### config.mk
export PLATFORM = sky130hd
export DESIGN_NAME = mem_arbiter
export DESIGN_NICKNAME = d
export VERILOG_FILES = /design/src/rtl/mem_arbiter.sv
export SDC_FILE = /design/constraint.sdc
export NUM_CORES = 1
export LEC_CHECK = 0
export ABC_CLOCK_PERIOD_IN_PS = 5600
export CAP_MARGIN = 20
export CORE_MARGIN = 5
export CORE_UTILIZATION = 43
export CTS_BUF_LIST = sky130_fd_sc_hd__clkbuf_16
export DETAILED_ROUTE_END_ITERATION = 8
export PLACE_DENSITY = 0.84
export SYNTH_ARGS = -nofsm -noshare
export SYNTH_HDL_FRONTEND = slang
export SYNTH_SLANG_ARGS = --single-unit
### constraint.sdc
create_clock -name clk -period 5.6 [get_ports clk]
set_clock_uncertainty 0.2 [all_clocks]
set_input_delay 0.84 -clock clk [delete_from_list [all_inputs] [get_ports clk]]
set_output_delay 0.84 -clock clk [all_outputs]
set_load 0.1 [all_outputs]
### src/rtl/mem_arbiter.sv
`default_nettype none
// ============================================================================
// Module   : mem_arbiter
// Brief    : Round-robin arbiter sharing one ROM/RAM port between fetch and data.
// Revision : 1.0 - initial release
// ============================================================================
module mem_arbiter #(
  parameter int unsigned DATA_WIDTH   = 32,
  parameter int unsigned MEMORY_DEPTH = 64,
  parameter logic [31:0] ROM_BASE     = 32'h00400000,
  parameter logic [31:0] RAM_BASE     = 32'h10100000
) (
  input  logic                  clk,
  input  logic                  reset,
  // fetch port
  input  logic                  If_Req_i,
  input  logic [DATA_WIDTH-1:0] If_Addr_i,
  output logic                  If_Ack_o,
  output logic [DATA_WIDTH-1:0] If_Data_o,
  output logic                  If_Err_o,
  // data port
  input  logic                  Dm_Req_i,
  input  logic                  Dm_We_i,
  input  logic [DATA_WIDTH-1:0] Dm_Addr_i,
  input  logic [DATA_WIDTH-1:0] Dm_Wdata_i,
  output logic                  Dm_Ack_o,
  output logic [DATA_WIDTH-1:0] Dm_Data_o,
  output logic                  Dm_Err_o,
  // memory side
  output logic                  Mem_Write_Enable_o,
  output logic [DATA_WIDTH-1:0] Mem_Address_o,
  output logic [DATA_WIDTH-1:0] Mem_Write_Data_o,
  input  logic [DATA_WIDTH-1:0] Mem_Read_Data_i
);

  typedef enum logic [1:0] {
    IDLE  = 2'd0,
    ISSUE = 2'd1,
    WAIT  = 2'd2,
    RESP  = 2'd3
  } state_t;

  localparam logic [DATA_WIDTH-1:0] ROM_LO    = DATA_WIDTH'(ROM_BASE);
  localparam logic [DATA_WIDTH-1:0] RAM_LO    = DATA_WIDTH'(RAM_BASE);
  localparam logic [DATA_WIDTH-1:0] WIN_BYTES = DATA_WIDTH'(4 * MEMORY_DEPTH);

  state_t                  state_q, state_d;
  logic                    last_grant_q, last_grant_d;   // 0 = fetch, 1 = data
  logic                    grant_dm_q, grant_dm_d;
  logic [DATA_WIDTH-1:0]   addr_q, addr_d;
  logic                    we_q, we_d;
  logic [DATA_WIDTH-1:0]   wdata_q, wdata_d;
  logic                    if_ack_q, if_ack_d;
  logic                    if_err_q, if_err_d;
  logic [DATA_WIDTH-1:0]   if_data_q, if_data_d;
  logic                    dm_ack_q, dm_ack_d;
  logic                    dm_err_q, dm_err_d;
  logic [DATA_WIDTH-1:0]   dm_data_q, dm_data_d;

  logic                    sel_dm;
  logic [DATA_WIDTH-1:0]   sel_addr;
  logic                    sel_we;
  logic                    in_rom;
  logic                    in_ram;
  logic                    req_fault;

  // On a tie the port that was not served last wins.
  assign sel_dm   = Dm_Req_i && (!If_Req_i || !last_grant_q);
  assign sel_addr = sel_dm ? Dm_Addr_i : If_Addr_i;
  assign sel_we   = sel_dm && Dm_We_i;

  // Offset compare avoids overflow when a window ends at the top of the space.
  assign in_rom = (sel_addr >= ROM_LO) && ((sel_addr - ROM_LO) < WIN_BYTES);
  assign in_ram = (sel_addr >= RAM_LO) && ((sel_addr - RAM_LO) < WIN_BYTES);

  always_comb begin
    req_fault = (sel_addr[1:0] != 2'b00);
    if (!sel_dm) begin
      req_fault = req_fault || !in_rom;
    end else if (sel_we) begin
      req_fault = req_fault || !in_ram;
    end else begin
      req_fault = req_fault || !(in_rom || in_ram);
    end
  end

  always_comb begin
    state_d      = state_q;
    last_grant_d = last_grant_q;
    grant_dm_d   = grant_dm_q;
    addr_d       = addr_q;
    we_d         = we_q;
    wdata_d      = wdata_q;
    if_ack_d     = 1'b0;
    if_err_d     = if_err_q;
    if_data_d    = if_data_q;
    dm_ack_d     = 1'b0;
    dm_err_d     = dm_err_q;
    dm_data_d    = dm_data_q;

    case (state_q)
      IDLE: begin
        if (If_Req_i || Dm_Req_i) begin
          grant_dm_d   = sel_dm;
          last_grant_d = sel_dm;
          addr_d       = sel_addr;
          we_d         = sel_we;
          wdata_d      = sel_dm ? Dm_Wdata_i : '0;
          if (req_fault) begin
            // Faulted requests skip the memory entirely and answer next cycle.
            state_d = RESP;
            if (sel_dm) begin
              dm_ack_d  = 1'b1;
              dm_err_d  = 1'b1;
              dm_data_d = '0;
            end else begin
              if_ack_d  = 1'b1;
              if_err_d  = 1'b1;
              if_data_d = '0;
            end
          end else begin
            state_d = ISSUE;
          end
        end
      end

      ISSUE: begin
        state_d = WAIT;
      end

      WAIT: begin
        state_d = RESP;
        if (grant_dm_q) begin
          dm_ack_d  = 1'b1;
          dm_err_d  = 1'b0;
          dm_data_d = we_q ? '0 : Mem_Read_Data_i;
        end else begin
          if_ack_d  = 1'b1;
          if_err_d  = 1'b0;
          if_data_d = Mem_Read_Data_i;
        end
      end

      RESP: begin
        state_d = IDLE;
      end

      default: begin
        state_d = IDLE;
      end
    endcase
  end

  always_ff @(posedge clk or posedge reset) begin
    if (reset) begin
      state_q      <= IDLE;
      last_grant_q <= 1'b0;
      grant_dm_q   <= 1'b0;
      addr_q       <= '0;
      we_q         <= 1'b0;
      wdata_q      <= '0;
      if_ack_q     <= 1'b0;
      if_err_q     <= 1'b0;
      if_data_q    <= '0;
      dm_ack_q     <= 1'b0;
      dm_err_q     <= 1'b0;
      dm_data_q    <= '0;
    end else begin
      state_q      <= state_d;
      last_grant_q <= last_grant_d;
      grant_dm_q   <= grant_dm_d;
      addr_q       <= addr_d;
      we_q         <= we_d;
      wdata_q      <= wdata_d;
      if_ack_q     <= if_ack_d;
      if_err_q     <= if_err_d;
      if_data_q    <= if_data_d;
      dm_ack_q     <= dm_ack_d;
      dm_err_q     <= dm_err_d;
      dm_data_q    <= dm_data_d;
    end
  end

  // Memory strobes decode straight from the state so reset kills them at once.
  assign Mem_Write_Enable_o = (state_q == ISSUE) && we_q;
  assign Mem_Address_o      = ((state_q == ISSUE) || (state_q == WAIT)) ? addr_q : '0;
  assign Mem_Write_Data_o   = (((state_q == ISSUE) || (state_q == WAIT)) && we_q) ? wdata_q : '0;

  assign If_Ack_o  = if_ack_q;
  assign If_Err_o  = if_err_q;
  assign If_Data_o = if_data_q;
  assign Dm_Ack_o  = dm_ack_q;
  assign Dm_Err_o  = dm_err_q;
  assign Dm_Data_o = dm_data_q;

endmodule
`default_nettype wire
==> run summary, run 1 <==
Post-cts sizing count = 0
Maximum clock rate = 222 MHz
WP buf/inv = 3
Count leader, synth = dfrtp_1
Cells after Synth = 572
Critical Path RT = 4.56 ns
Place WS = 1.54 ns
Final setup fails = 0
Routed Antenna Nets = 0
Synth Area per Inst = 10.8 µm²
IO buf count = 265
All-Layer GR Usage = 22.8%
Final WS setup = 1.10 ns
Path depth of the worst reg2reg path = 6
Aggregate global routing overflow = 0
Clock slew at reported path FFs = 0.05 ns
Yosys cell types = 37
Worst Path Class, Setup = flop to primary output
Core region area = 14000 µm²
Root buffer cell = clkbuf_16
First-pass GRT wire length = 30.1 mm
Seq. cell area = 3400 µm²
Die W = 130 µm
Slowest-stage cell, CP = clkdlybuf4s50_1
Largest net degree at the start of global routing = 81
Period utilization = 80.3%
Fill count = 1043
CTS buffer count = 17
Synth warn = 0
Vias in the first global route = 5693
Pre-antenna DRT Iters = 5
Setup bufs post-CTS = 0
Global placer's final weighted congestion = 0.830
Clk sink count = 136
Yosys reg bits = 136
Max stage delay on crit path = 1.15 ns
Routed vias/inst = 5.46
Critical Path Sink Type = primary output
DRT iter0 DRCs = 312
Hold_sp = addr_q[20]
Post-synth EDFFs = 0
Outcome = finished, final reports clean
Detailed-route via count = 5513
Synth cell count leaders = dfrtp_1 (136), nand2_1 (69), a22o_1 (65)
Clk_lat worst skew = 0.40 ns
Area of the multi-input gates = 2550 µm²
Initial antenna violation count = 1
Hold path cells = 2
Post-layout min period = 4.50 ns
Area of the mapped netlist = 6190 µm²
Final net count = 954
Ports = 266
Post-synth top flop = dfrtp_1
Drt total wl = 19.5 mm
Hold Buf Count CTS = 0
Top Family by Delay on Critical Path = buffers and inverters
Async SR Flop Fraction = 100%
RSZ-0062 raised after global routing = no
Largest cells by area after synthesis = dfrtp_1 (55%), a22o_1 (9.2%), mux2i_1 (5.3%)
Crit path cell chain = inv_1 > ha_1 > buf_4 > and3_1 > clkdlybuf4s50_1
Total Neg Setup Slack = 0 ns
Die area = 16900 µm²
Slew HR = 27.6%
Post-synth net total = 708
Maxcap violations = 0
Slew @ Worst Pin = 1.09 ns
FF-to-FF setup slack = 2.83 ns
Worst EP arrival = 3.46 ns
WHS Endpoint = addr_q[20]
Worst Path Max Fanout = 36
Detailed Place HPWL = 14.1 mm
Synth top area share = 55.0%
Reg2reg start = grant_dm_q
Area grow syn2layout = 52.3%
Final Hold Fails = 0
Initial Util = 44.3%
Die Height = 130 µm
Share of cells above drive strength 1 = 4.35%
Sequential share of the synthesized area = 55.0%
Worst hold-check path type = flop to flop
Crit path depth = 5
Final Max Slew Viols = 0
WL per Instance = 19.4 µm
CTS tree = built
Max Root-Sink Buffers = 2
Setup crit start kind = flop
DR DRC count = 0
Min Hold Slack = 0.271 ns
Area leader, netlist = dfrtp_1
# rows = 43
Htree depth = 4
Worst reg2reg endpoint = Dm_Data_o[25]
stage by stage:
step / cell area, µm² / cells / utilization (%)
floorplan: 6190 / 572 / -
global placement: 8920 / 977 / 63.8
detailed placement: 8950 / 979 / 64.0
CTS: 9430 / 1008 / 67.4
global route: 9430 / 1009 / 67.4
finish: 9430 / 1009 / 67.4
layer usage:
layer / global-route usage, % / share of wire [%]
met5: 0 / 0
met4: 9.05 / 2.9
met1: 28.2 / 40
met2: 39.0 / 51
met3: 5.16 / 6.4
cell usage in the layout, fill, tap and decap left out, types with 2 or more instances in the layout:
cell type        Yosys  layout
and3b_1              2       2
and2_1              33      33
and3_1              32      32
nor2_1              35      34
buf_4                1       8
nor4_1              10      10
clkdlybuf4s50_1      0     265
o211ai_1             4       4
o21ba_1              2       2
nor3_1               4       4
o21ai_0             36      36
buf_8                0       2
clkbuf_16            0      17
a221o_1             31      31
dfrtp_1            136     136
nand4_1              3       3
nand3_1              2       2
a21oi_1              4       4
a22o_1              65      65
mux2i_1             33      33
clkinv_1             0       6
ha_1                 3       3
inv_1                7      10
nor2_2               1       2
nand2_1             69      69
worst max path at each step:
stage	startpoint	to	slack [ns]
floorplan	reset	Dm_Ack_o	0.92
global placement	state_q[0]	Mem_Write_Data_o[21]	1.68
detailed placement	state_q[1]	Mem_Write_Data_o[28]	1.54
CTS	state_q[1]	Mem_Write_Data_o[20]	1.09
global route	state_q[1]	Mem_Write_Data_o[28]	0.91
finish	state_q[1]	Mem_Write_Data_o[20]	1.10
sequential cells by signal, summed over array words and instances, names as in the netlist:
register and cells:
Dm_Ack_o 1, Dm_Data_o 32, Dm_Err_o 1, If_Ack_o 1, If_Data_o 32, If_Err_o 1, addr_q 32, grant_dm_q 1
state_q 2, wdata_q 32, we_q 1
kinds of logic (layout without fill, tap and decap cells):
kind of cell | after synthesis | count (layout) | share of synthesized area, %
AND/OR/NAND/NOR | 196 | 196 | 15.9
AO/OA/AOI/OAI | 149 | 149 | 19.1
other | 0 | 1 | 0
flip-flops | 136 | 136 | 55.0
multiplexers | 33 | 33 | 5.34
buffers and inverters | 55 | 311 | 4.10
adder cells (fa/ha/maj) | 3 | 3 | 0.606
worst min-delay path: stages (launching register included):
cell and delay, ns:
dfrtp_1 0.33, nand2_1 0.04, o21ai_0 0.06
layout make-up:
class,count,area share [%]
Antenna cell,1,0.0265
Clock buffer,17,4.51
Clock inverter,12,0.531
Inverter,7,0.332
Multi-Input combinational cell,381,27.0
Sequential cell,136,36.1
Tap cell,180,2.39
Timing Repair Buffer,275,29.1
Power of run 1 is not shown: default switching activity piles up to over one toggle a cycle in this logic, so the estimate is an artifact.
==> run 2: changes to the inputs <==
==> config.mk (replaced) <==
export PLATFORM = sky130hd
export DESIGN_NAME = mem_arbiter
export DESIGN_NICKNAME = d
export VERILOG_FILES = /design/src/rtl/mem_arbiter.sv
export SDC_FILE = /design/constraint.sdc
export NUM_CORES = 1
export LEC_CHECK = 0
export ABC_CLOCK_PERIOD_IN_PS = 3900
export CAP_MARGIN = 20
export CORE_MARGIN = 5
export CORE_UTILIZATION = 39
export CTS_BUF_LIST = sky130_fd_sc_hd__clkbuf_16
export DETAILED_ROUTE_END_ITERATION = 8
export PLACE_DENSITY = 0.81
export SYNTH_ARGS = -nofsm -noshare
export SYNTH_HDL_FRONTEND = slang
export SYNTH_SLANG_ARGS = --single-unit
==> constraint.sdc (replaced) <==
create_clock -name clk -period 3.9 [get_ports clk]
set_clock_uncertainty 0.2 [all_clocks]
set_input_delay 0.585 -clock clk [delete_from_list [all_inputs] [get_ports clk]]
set_output_delay 0.585 -clock clk [all_outputs]
set_load 0.1 [all_outputs]
==> run 2 against run 1 <==
  * Sequential share of layout area is 1.7 points lower
  * Routed wire length is 0.58% higher
  * First-iteration DRC count is 40% higher
  * Worst setup slack worse by 0.10 ns
  * Hold slack hardly changed
  * Critical path depth stayed put
  * Highest routed layer unchanged
  * Utilization is 4.5 points lower
  * Largest cell class unchanged
  * Final cell count is 4.1% higher
  * Global-route usage is 1.9 points lower
  * Via count is 0.44% lower
  * Non-clock buffer count is 2 higher
  * Critical endpoint is now Mem_Address_o[6]
  * Final area is 4.9% higher
==> run summary, run 2 (same netlist as run 1, synthesis figures left out) <==
Outcome = finished, final reports clean (unchanged)
Detailed Place HPWL = 13.9 mm (was 14.1 mm)
Final Hold Fails = 0 (unchanged)
Initial antenna violation count = 1 (unchanged)
Period utilization = 74.3%
Clock slew at reported path FFs = 0.06 ns (was 0.05 ns)
First-pass GRT wire length = 30.2 mm (was 30.1 mm)
Routed vias/inst = 5.23 (was 5.46)
Final Max Slew Viols = 0 (unchanged)
WL per Instance = 18.7 µm (was 19.4 µm)
Area grow syn2layout = 59.7% (was 52.3%)
Post-layout min period = 2.90 ns
Maxcap violations = 0 (unchanged)
Total Neg Setup Slack = 0 ns (unchanged)
Setup bufs post-CTS = 0 (unchanged)
Final setup fails = 0 (unchanged)
Final net count = 956 (was 954)
Critical Path Sink Type = primary output (unchanged)
Ports = 266 (unchanged)
Worst EP arrival = 2.11 ns (was 3.46 ns)
Vias in the first global route = 5640 (was 5693)
Die W = 136 µm (was 130 µm)
Post-cts sizing count = 0 (unchanged)
Most common cell after layout, fill and taps aside = clkdlybuf4s50_1 (unchanged)
Critical Path Most Common Cell = buf_4
Max Root-Sink Buffers = 2 (unchanged)
Inst Count DP = 1017 (was 979)
DRT iter0 DRCs = 438 (was 312)
All-Layer GR Usage = 20.9% (was 22.8%)
Root buffer cell = clkbuf_16 (unchanged)
Aggregate global routing overflow = 0 (unchanged)
Most frequent cells in the layout = clkdlybuf4s50_1 (200), dfrtp_1 (136), nand2_1 (69), a22o_1 (65), buf_12 (41) (was clkdlybuf4s50_1 (265), dfrtp_1 (136), nand2_1 (69), a22o_1 (65), o21ai_0 (36))
Max stage delay on crit path = 0.46 ns (was 1.15 ns)
Share of cells above drive strength 1 = 13.4% (was 4.35%)
Die area = 18500 µm² (was 16900 µm²)
Clk sink count = 136 (unchanged)
Largest net degree at the start of global routing = 83 (was 81)
CTS tree = built (unchanged)
RSZ-0062 raised after global routing = no (unchanged)
Maximum clock rate = 345 MHz
Slew HR = 28.7% (was 27.6%)
Pre-antenna DRT Iters = 4 (was 5)
Initial Util = 39.4% (was 44.3%)
FF-to-FF setup slack = 1.38 ns (was 2.83 ns)
Worst Path Max Fanout = 65 (was 36)
Crit. Startpoint = state_q[1] (unchanged)
Critical Path RT = 3.12 ns (was 4.56 ns)
Crit path cell chain = inv_1 > ha_1 > buf_4 > and2_1 > buf_4 (was inv_1 > ha_1 > buf_4 > and3_1 > clkdlybuf4s50_1)
Worst hold-check path type = flop to flop (unchanged)
Slowest-stage cell, CP = buf_4 (was clkdlybuf4s50_1)
CTS buffer count = 17 (unchanged)
Post-Layout Cell Count = 1050 (was 1009)
Clk_lat worst skew = 0.41 ns (was 0.40 ns)
Detailed-route via count = 5489 (was 5513)
Slew @ Worst Pin = 1.07 ns (was 1.09 ns)
Htree depth = 4 (unchanged)
Routed Antenna Nets = 0 (unchanged)
# rows = 46 (was 43)
Reg2reg start = state_q[0] (was grant_dm_q)
Setup crit start kind = flop (unchanged)
Hold Buf Count CTS = 0 (unchanged)
Worst Path Class, Setup = flop to primary output (unchanged)
DR DRC count = 0 (unchanged)
Die Height = 136 µm (was 130 µm)
Global placer's final weighted congestion = 0.830 (about the same)
Core region area = 15700 µm² (was 14000 µm²)
Drt total wl = 19.6 mm (was 19.5 mm)
Hold_sp = addr_q[3] (was addr_q[20])
IO buf count = 265 (unchanged)
==> run 2: critical path, delay by kind of cell, from the launching register on <==
kind | cells | cell delay, ns
buffers and inverters | 3 | 0.82
flip-flops | 1 | 0.37
adder cells (fa/ha/maj) | 1 | 0.27
AND/OR/NAND/NOR | 1 | 0.22
==> run 2: metrics by stage <==
| step | hold slack [ns] | setup WS, ns | util (%) | cell area (µm²) |
|---|---|---|---|---|
| 2_1_floorplan | 0.242 | 1.18 | - | 6190 |
| 3_3_place_gp | 0.255 | 0.630 | 59.5 | 9340 |
| 3_5_place_dp | 0.262 | 0.586 | 59.5 | 9340 |
| 4_1_cts | 0.276 | 0.969 | 62.9 | 9880 |
| 5_1_grt | 0.294 | 0.849 | 62.9 | 9890 |
| 6_report | 0.271 | 1.00 | 62.9 | 9890 |
==> run 2: area by class of cell <==
type,count,area [µm²]
tap,216,270
clock buffer,17,425
sequential,136,3400
inverter,7,30.0
antenna,1,2.50
timing repair buffer,277,3090
multi-input combinational,381,2550
fill,1249,5830
clock inverter,15,114
==> run 2: per-layer routing <==
metal	share of wire (%)	wire, µm	track usage [%]	vias up
met5	0	0	0	-
met4	2.9	563	9.18	0
li1	-	-	-	2584
met2	50	9860	34.5	192
met1	40	7780	25.5	2678
met3	7.3	1440	6.14	35
==> run 2: worst paths after layout <==
path                                     to  depth (start not counted)
min in group asynchronous        addr_q[23]                          2
max                        Mem_Address_o[6]                          5
min reg2reg                       addr_q[3]                          2
max in group asynchronous        wdata_q[8]                          3
max reg2reg                   Dm_Data_o[30]                          6
min                               addr_q[3]                          2
Power of run 2 is left out for the same reason.
==> run 3: changes to the inputs <==
==> config.mk (replaced) <==
export PLATFORM = sky130hd
export DESIGN_NAME = mem_arbiter
export DESIGN_NICKNAME = d
export VERILOG_FILES = /design/src/rtl/mem_arbiter.sv
export SDC_FILE = /design/constraint.sdc
export NUM_CORES = 1
export LEC_CHECK = 0
export ABC_CLOCK_PERIOD_IN_PS = 2800
export CAP_MARGIN = 20
export CORE_MARGIN = 5
export CORE_UTILIZATION = 43
export CTS_BUF_LIST = sky130_fd_sc_hd__clkbuf_16
export DETAILED_ROUTE_END_ITERATION = 8
export PLACE_DENSITY = 0.84
export SYNTH_ARGS = -nofsm -noshare
export SYNTH_HDL_FRONTEND = slang
export SYNTH_SLANG_ARGS = --single-unit
==> constraint.sdc (replaced) <==
create_clock -name clk -period 2.8 [get_ports clk]
set_clock_uncertainty 0.2 [all_clocks]
set_input_delay 0.42 -clock clk [delete_from_list [all_inputs] [get_ports clk]]
set_output_delay 0.42 -clock clk [all_outputs]
set_load 0.1 [all_outputs]
==> run 3 against run 2 <==
  * Global-route usage increased by 2.4 points
  * First-iteration DRC count increased by 3.0%
  * Worst setup slack got worse by 0.71 ns
  * Flip-flop and latch count unchanged
  * Final area increased by 2.5%
  * Clock-buffer cell count unchanged
  * Die area decreased by 8.6%
  * Final cell count decreased by 3.0%
  * Critical path type unchanged
  * Sequential share of layout area decreased by 0.83 points
==> run summary, run 3 (same netlist as run 1, synthesis figures left out) <==
Post-layout min period = 2.50 ns
Final Max Slew Viols = 0 (unchanged)
Root buffer cell = clkbuf_16 (unchanged)
Most frequent cells in the layout = dfrtp_1 (136), clkdlybuf4s50_1 (132), buf_4 (79), buf_12 (71), nand2_1 (69) (was clkdlybuf4s50_1 (200), dfrtp_1 (136), nand2_1 (69), a22o_1 (65), buf_12 (41))
Slew @ Worst Pin = 0.745 ns (was 1.07 ns)
Max Root-Sink Buffers = 2 (unchanged)
Initial antenna violation count = 1 (unchanged)
Clk sink count = 136 (unchanged)
All-Layer GR Usage = 23.3% (was 20.9%)
Outcome = finished, final reports clean (unchanged)
RSZ-0062 raised after global routing = no (unchanged)
Worst Path Max Fanout = 65 (unchanged)
Die Height = 130 µm (was 136 µm)
Htree depth = 4 (unchanged)
Initial Util = 44.3% (was 39.4%)
Critical Path Sink Type = primary output (unchanged)
Share of cells above drive strength 1 = 22.2% (was 13.4%)
Worst hold-check path type = flop to flop (unchanged)
DR DRC count = 0 (unchanged)
Drt total wl = 19.8 mm (was 19.6 mm)
CTS tree = built (unchanged)
Routed Antenna Nets = 0 (unchanged)
Slowest-stage cell, CP = dfrtp_1 (was buf_4)
Largest net degree at the start of global routing = 137 (was 83)
Period utilization = 89.4%
Critical Path RT = 2.18 ns (was 3.12 ns)
Global placer's final weighted congestion = 0.850 (was 0.830)
Slew HR = 50.4% (was 28.7%)
Final Hold Fails = 0 (unchanged)
Worst EP arrival = 1.88 ns (was 2.11 ns)
WL per Instance = 19.4 µm (was 18.7 µm)
Pre-antenna DRT Iters = 5 (was 4)
Post-cts sizing count = 0 (unchanged)
Final setup fails = 0 (unchanged)
Most common cell after layout, fill and taps aside = dfrtp_1 (was clkdlybuf4s50_1)
DRT iter0 DRCs = 451 (was 438)
Die W = 130 µm (was 136 µm)
Vias in the first global route = 5811 (was 5640)
Total Neg Setup Slack = 0 ns (unchanged)
Hold Buf Count CTS = 0 (unchanged)
Aggregate global routing overflow = 0 (unchanged)
Maxcap violations = 0 (unchanged)
Detailed Place HPWL = 14.6 mm (was 13.9 mm)
First-pass GRT wire length = 30.6 mm (was 30.2 mm)
CTS buffer count = 17 (unchanged)
Crit path cell chain = inv_1 > ha_1 > buf_12 > and3_1 > buf_12 (was inv_1 > ha_1 > buf_4 > and2_1 > buf_4)
Ports = 266 (unchanged)
# rows = 43 (was 46)
Setup bufs post-CTS = 0 (unchanged)
Critical Path Most Common Cell = buf_12 (was buf_4)
Die area = 16900 µm² (was 18500 µm²)
Core region area = 14000 µm² (was 15700 µm²)
Worst Path Class, Setup = flop to primary output (unchanged)
Setup crit start kind = flop (unchanged)
Area grow syn2layout = 63.6% (was 59.7%)
Clock slew at reported path FFs = 0.05 ns (was 0.06 ns)
Max stage delay on crit path = 0.36 ns (was 0.46 ns)
Maximum clock rate = 399 MHz
IO buf count = 265 (unchanged)
Final net count = 961 (was 956)
Detailed-route via count = 5541 (was 5489)
Clk_lat worst skew = 0.41 ns (about the same)
Routed vias/inst = 5.44 (was 5.23)
Path depth of the worst reg2reg path = 7 (was 6)
Hold path cells = 2 (unchanged)
==> run 3: changes by cell type in the layout (fill, tap and decap cells not counted), sizes merged <==
cell and delta:
buf +73, bufinv +2, clkdlybuf4s50 -68, clkinvlp +1, inv -3
==> run 3: final cells by class <==
type                            instances  area (µm²)
Clock inverter                         15         160
Clock buffer                           17         425
Inverter                                7        30.0
Multi-Input combinational cell        381        2550
Fill cell                             958        3860
Tap cell                              180         225
Sequential cell                       136        3400
Antenna cell                            1        2.50
Timing Repair Buffer                  282        3340
==> run 3: worst paths after layout <==
| kind | from | to | slack [ns] |
|---|---|---|---|
| worst max register to register | state_q[0] | If_Data_o[17] | 0.43 |
| worst min-delay path | addr_q[3] | addr_q[3] | 0.27 |
| worst min register to register | addr_q[3] | addr_q[3] | 0.27 |
| worst max-delay path | state_q[0] | Mem_Write_Data_o[5] | 0.30 |
| min in group asynchronous | reset | If_Data_o[14] | 0.32 |
| max in group asynchronous | reset | If_Data_o[23] | 1.49 |
==> run 3: worst max-delay path, delay by kind of cell (launching register included) <==
| kind | cells | cell delay, ns |
|---|---|---|
| fa+ha+maj | 1 | 0.32 |
| buf+inv | 3 | 0.51 |
| flops | 1 | 0.36 |
| simple gates | 1 | 0.26 |
==> run 3: layer usage <==
metal  up-vias  part of all wire (%)  global-route usage [%]
met2       221                    51                    40.1
met1      2690                    38                    27.5
li1       2585                     -                       -
met3        45                   6.8                    5.85
met5         -                     0                       0
met4         0                   3.9                    10.9
==> run 3: stage by stage <==
| stage | instance area (µm²) | util, % | hold WS [ns] | worst slack [ns] | cells |
|---|---|---|---|---|---|
| after CTS | 10100 | 72.4 | 0.277 | 0.273 | 1018 |
| after global placement | 9540 | 68.2 | 0.257 | 0.136 | 986 |
| after detailed placement | 9540 | 68.2 | 0.265 | 0.0896 | 986 |
| after global routing | 10100 | 72.4 | 0.304 | 0.194 | 1019 |
| after floorplan | 6190 | - | 0.242 | 0.241 | 572 |
| final | 10100 | 72.4 | 0.269 | 0.295 | 1019 |
Power of run 3 is left out for the same reason.
